<file path="config.mk">
export PLATFORM = sky130hd
export DESIGN_NAME = ir_sense_sched
export DESIGN_NICKNAME = d
export VERILOG_FILES = /design/src/rtl/ir_sense_sched.sv
export SDC_FILE = /design/constraint.sdc
export NUM_CORES = 1
export LEC_CHECK = 0
export BUFFER_PORTS_ARGS = -buffer_cell sky130_fd_sc_hd__buf_4
export CORE_ASPECT_RATIO = 1.25
export CORE_MARGIN = 5
export CORE_UTILIZATION = 53
export CTS_CLUSTER_SIZE = 30
export DETAILED_ROUTE_END_ITERATION = 7
export PLACE_DENSITY_LB_ADDON = 0.12
export SKIP_LAST_GASP = 1
export SYNTH_ARGS = -nofsm -noshare
export SYNTH_HDL_FRONTEND = slang
export SYNTH_SLANG_ARGS = --single-unit
export TNS_END_PERCENT = 50
</file>
<file path="constraint.sdc">
create_clock -name clk -period 3.9 [get_ports clk]
set_input_delay 0.39 -clock clk [delete_from_list [all_inputs] [get_ports clk]]
set_output_delay 0.39 -clock clk [all_outputs]
set_load 0.02 [all_outputs]
</file>
<file path="src/rtl/ir_sense_sched.sv">
// IR proximity sense scheduler: periodically powers the IR emitters, converts
// all eight A2D channels in turn and keeps the latest results in a small file.
module ir_sense_sched #(
   parameter int PERIOD  = 1024,
   parameter int SETTLE  = 32,
   parameter int TIMEOUT = 255
) (
   input  logic        clk,
   input  logic        rst_n,
   input  logic        en,
   output logic        IR_en,
   output logic        a2d_strt,
   output logic [2:0]  a2d_chnnl,
   input  logic        a2d_cnv_done,
   input  logic [11:0] a2d_res,
   input  logic [2:0]  sel,
   output logic [11:0] ir_val,
   output logic        IR_vld,
   output logic        a2d_err
);

   localparam logic [15:0] LP_PER_LAST = 16'(PERIOD - 1);
   localparam logic [7:0]  LP_SET_LAST = 8'(SETTLE - 1);
   localparam logic [7:0]  LP_TO_LAST  = 8'(TIMEOUT - 1);

   typedef enum logic [2:0] {
      S_IDLE,
      S_SETTLE,
      S_START,
      S_WAIT,
      S_NEXT,
      S_DONE
   } state_t;

   state_t      r_state;
   logic [15:0] r_perCnt;
   logic [7:0]  r_setCnt;
   logic [7:0]  r_toCnt;
   logic [2:0]  r_chnl;
   logic        r_irEn;
   logic        r_strt;
   logic        r_vld;
   logic        r_err;
   logic [11:0] r_res [8];
   logic        w_tick;

   // The period counter only advances while sampling is enabled.
   assign w_tick = en && (r_perCnt == LP_PER_LAST);

   always_ff @(posedge clk or negedge rst_n) begin
      if (!rst_n) begin
         r_perCnt <= '0;
      end else if (!en || w_tick) begin
         r_perCnt <= '0;
      end else begin
         r_perCnt <= r_perCnt + 16'd1;
      end
   end

   // Outputs are set on the edge entering the state that owns them.
   always_ff @(posedge clk or negedge rst_n) begin
      if (!rst_n) begin
         r_state  <= S_IDLE;
         r_setCnt <= '0;
         r_toCnt  <= '0;
         r_chnl   <= '0;
         r_irEn   <= 1'b0;
         r_strt   <= 1'b0;
         r_vld    <= 1'b0;
         r_err    <= 1'b0;
         for (int i = 0; i < 8; i++) begin
            r_res[i] <= '0;
         end
      end else begin
         r_strt <= 1'b0;
         r_vld  <= 1'b0;
         case (r_state)
            S_IDLE: begin
               if (w_tick) begin
                  r_state  <= S_SETTLE;
                  r_err    <= 1'b0;
                  r_chnl   <= '0;
                  r_setCnt <= '0;
                  r_irEn   <= 1'b1;
               end
            end
            S_SETTLE: begin
               if (r_setCnt == LP_SET_LAST) begin
                  r_state <= S_START;
                  r_strt  <= 1'b1;
               end else begin
                  r_setCnt <= r_setCnt + 8'd1;
               end
            end
            S_START: begin
               r_toCnt <= '0;
               r_state <= S_WAIT;
            end
            // A done arriving on the final timeout cycle still wins.
            S_WAIT: begin
               if (a2d_cnv_done) begin
                  r_res[r_chnl] <= a2d_res;
                  r_state       <= S_NEXT;
               end else if (r_toCnt == LP_TO_LAST) begin
                  r_res[r_chnl] <= 12'hFFF;
                  r_err         <= 1'b1;
                  r_state       <= S_NEXT;
               end else begin
                  r_toCnt <= r_toCnt + 8'd1;
               end
            end
            S_NEXT: begin
               if (r_chnl == 3'd7) begin
                  r_state <= S_DONE;
                  r_irEn  <= 1'b0;
                  r_vld   <= 1'b1;
               end else begin
                  r_chnl  <= r_chnl + 3'd1;
                  r_state <= S_START;
                  r_strt  <= 1'b1;
               end
            end
            S_DONE: begin
               r_chnl  <= '0;
               r_state <= S_IDLE;
            end
            default: begin
               r_state <= S_IDLE;
               r_irEn  <= 1'b0;
               r_chnl  <= '0;
            end
         endcase
      end
   end

   assign IR_en     = r_irEn;
   assign a2d_strt  = r_strt;
   assign a2d_chnnl = r_chnl;
   assign IR_vld    = r_vld;
   assign a2d_err   = r_err;
   assign ir_val    = r_res[sel];

endmodule
</file>
==> key figures <==
Status
  – Status: finished clean

Clock tree
  – Worst-Skew Late Latency: ~0.4 ns
  – Clock tree from TritonCTS: built
  – Clk sinks: approximately 140
  – Root Buffer: clkbuf_16
  – Clk pin slew, worst setup/hold paths: roughly 0.060 ns
  – Total CTS buffers: 17
  – H-Tree Depth: 4
  – Clock buffer depth: 2
  – Cts repair resizes: 0

Synthesis
  – Yosys cell types: 57
  – Synthesized Nets: ~540
  – Mapped Area: ~0.0068 mm²
  – Post-synth EDFFs: 0
  – Gate Count Post-Synth: roughly 520
  – Syn_area_per_cell: approximately 13 µm²
  – Register bit count reported by yosys: 138
  – Synth Flop Type: dfrtp_1
  – Async set or reset register ratio after synthesis: between 90% and 100%
  – Yosys warning total: 0
  – Sequential area share after synthesis: between 50% and 60%

Timing
  – Final period utilization: between 70% and 80%
  – FMAX: around 340 MHz
  – Total Neg Setup Slack: 0 ns
  – Slew @ Worst Pin: between 0.8 and 0.9 ns
  – Post-layout min period: approximately 3 ns
  – Final hold violations: 0
  – Clock Skew: roughly 0.0077 ns
  – Slew HR: 40.7%
  – RSZ-0062 raised after global routing: no
  – Slew Limit Fails: 0
  – Count of final setup violators: 0

Detailed routing
  – Vias: around 4.3k
  – Met1 Wirelength: 6.24 mm
  – Iter 0 DRT Violations: about 190
  – # DRC: 0
  – DRT Pass-1 Iters: 4
  – Met3 WL: 345 µm
  – Top Metal Used: met4
  – Drt total wl: around 14 mm
  – Vias per inst: 5.84
  – Post-DRT Antenna Nets: 0
  – Routed length per instance: 19.1 µm
  – WL met2: 7.13 mm

Place
  – Placed Cells: 698
  – Dpl cell area: between 0.007 and 0.008 mm²
  – GPL Wtd Cong: about 0.82
  – DP HPWL: about 9 mm
  – Port Buf Inserts: 37

Final layout
  – Area Overhead vs Synth: 15.7%
  – Nets: 575
  – Layout cells sized above 1: about 39%
  – Most frequent cells in the layout: dfrtp_1, mux2_2, buf_4
  – Commonest non-fill, non-tap cell in the layout: dfrtp_1
  – Layout Cells excl Fill: between 700 and 800
  – Number of diodes: 0
  – Fillers: a little under 1k
  – Final instance area: 0.00782 mm²
  – FF/Latch Area: 0.00345 mm²
  – Multi-input gate area: 0.00315 mm²

Power and ir drop
  – VDD IR max: 0.000351 V
  – Power Dens Cells: 615 mW/mm²
  – Pleak: 3.35 nW

Global route
  – Global-route usage over all layers: between 10% and 20%
  – Largest net degree at the start of global routing: 70
  – Initial antenna violation count: 0
  – Number of global-route vias before repair: between 4k and 5k
  – First-pass GRT wire length: ~24 mm
  – Grt ovf: 0

Setup path
  – Worst-path maximum fanout: 12
  – Endpoint class of the critical path: flop
  – WP data arrival: approximately 3.2 ns
  – Slowest stage delay, CP: approximately 0.93 ns
  – Crit-path slowest cell: or4b_1
  – Worst path cell trace: nor2b_1 > nand2_1 > or4b_1 > mux2_2
  – Critical path buffer and inverter count: 0
  – WP data required: ~4.2 ns
  – Critical path class: reg2reg
  – Cell family with most CP delay: simple AND/OR/NAND/NOR gates
  – Startpoint types: flop

Job
  – Max_cap viols: 0

Die
  – Row count: between 40 and 50
  – Die height: 136 µm
  – Horiz. Die Dim: between 100 and 150 µm
  – Starting Density: 53.6%
  – I/O pin cnt: 38
  – Die ar.: 0.0151 mm²
  – Core area: approximately 0.013 mm²

Worst hold path
  – Hold Path Class: in2reg
[power breakdown]
group,internal [W],switching (W)
registers,0.00175,0.000244
clock network,0.00115,0.000609
logic,0.000597,0.000457
[layer usage]
layer	up-vias	track usage (%)
li1	1985	-
met1	2204	25.0
met2	62	34.1
met3	18	3.87
met4	0	7.19
met5	-	0
[per-stage QoR]
| stage | util (%) | power (W) | hold WS [ns] | setup WS [ns] |
|---|---|---|---|---|
| 6_report | 62.0 | 0.00481 | 0.221 | 0.977 |
| 5_1_grt | 62.0 | 0.00504 | 0.222 | 0.761 |
| 4_1_cts | 62.0 | 0.00485 | 0.208 | 0.960 |
| 3_5_place_dp | 56.8 | 0.00308 | 0.443 | 0.986 |
| 3_3_place_gp | 56.8 | 0.00302 | 0.436 | 1.08 |
| 2_1_floorplan | - | 0.00275 | 0.0944 | 1.65 |
[state kept, by name, summed over array words and instances (netlist names)]
| signal | cells |
|---|---|
| r_res | 96 |
| r_perCnt | 16 |
| r_setCnt | 8 |
| r_toCnt | 8 |
| a2d_chnnl | 3 |
| r_state | 3 |
| IR_en | 1 |
| IR_vld | 1 |
| a2d_err | 1 |
| a2d_strt | 1 |
[repair_timing]
action	CTS	global route
endpoints found under the hold margin	1	0
hold buffers	1	0
buffers inserted	0	0
[cell usage after synthesis (all sizes together) (2+ instances only)]
library cell / number / share of area, %
and4: 4 / 0.52
nand2b: 20 / 1.9
or4b: 3 / 0.50
nand3: 16 / 1.2
xor2: 5 / 0.65
nand4b: 2 / 0.26
xnor2: 9 / 1.2
mux4: 24 / 8.0
buf: 13 / 1.3
ha: 6 / 1.1
nand2: 26 / 1.4
nor2b: 2 / 0.19
dfrtp: 138 / 51
a21o: 4 / 0.44
and3: 3 / 0.28
or4: 3 / 0.39
o21bai: 2 / 0.22
a21oi: 9 / 0.67
nor4: 8 / 0.83
clkbuf: 16 / 0.89
nor2: 26 / 1.4
mux2: 108 / 19
nand4: 11 / 1.1
nor3: 8 / 0.59
nor3b: 3 / 0.33
and2: 4 / 0.37
o21ai: 11 / 0.81
a22oi: 2 / 0.22
a31o: 2 / 0.26
mux2i: 3 / 0.44
inv: 6 / 0.33
nor4b: 3 / 0.48
[final timing paths]
path / from / endpoint / slack (ns) / cells past startpoint
setup / recovery: r_state[1] / r_res[5] / 0.98 / 4
hold / removal: en / r_perCnt[6] / 0.22 / 2
setup reg to reg: r_state[1] / r_res[5] / 0.98 / 4
hold reg to reg: IR_en / IR_en / 0.49 / 1
max in group asynchronous: rst_n / r_res[31] / 2.40 / 3
min in group asynchronous: rst_n / r_res[92] / 0.55 / 2
[logic make-up (layout without fill, tap and decap cells)]
logic type,count (synthesis),in the layout,share of synthesized area (%)
compound gates,42,42,4.13
buf+inv,35,82,2.54
xor+xnor,14,14,1.81
fa+ha+maj,6,6,1.11
flops,138,138,51.1
simple gates,146,146,12.3
mux,135,135,27.1
[layout make-up]
class                      count  area share, %
clock buffer                  21           5.76
tap                          168           2.69
timing repair buffer          44           4.31
multi-input combinational    343           40.3
inverter                       6          0.288
clock inverter                11           2.47
sequential                   138           44.2
(Power assumes the default switching activity.)
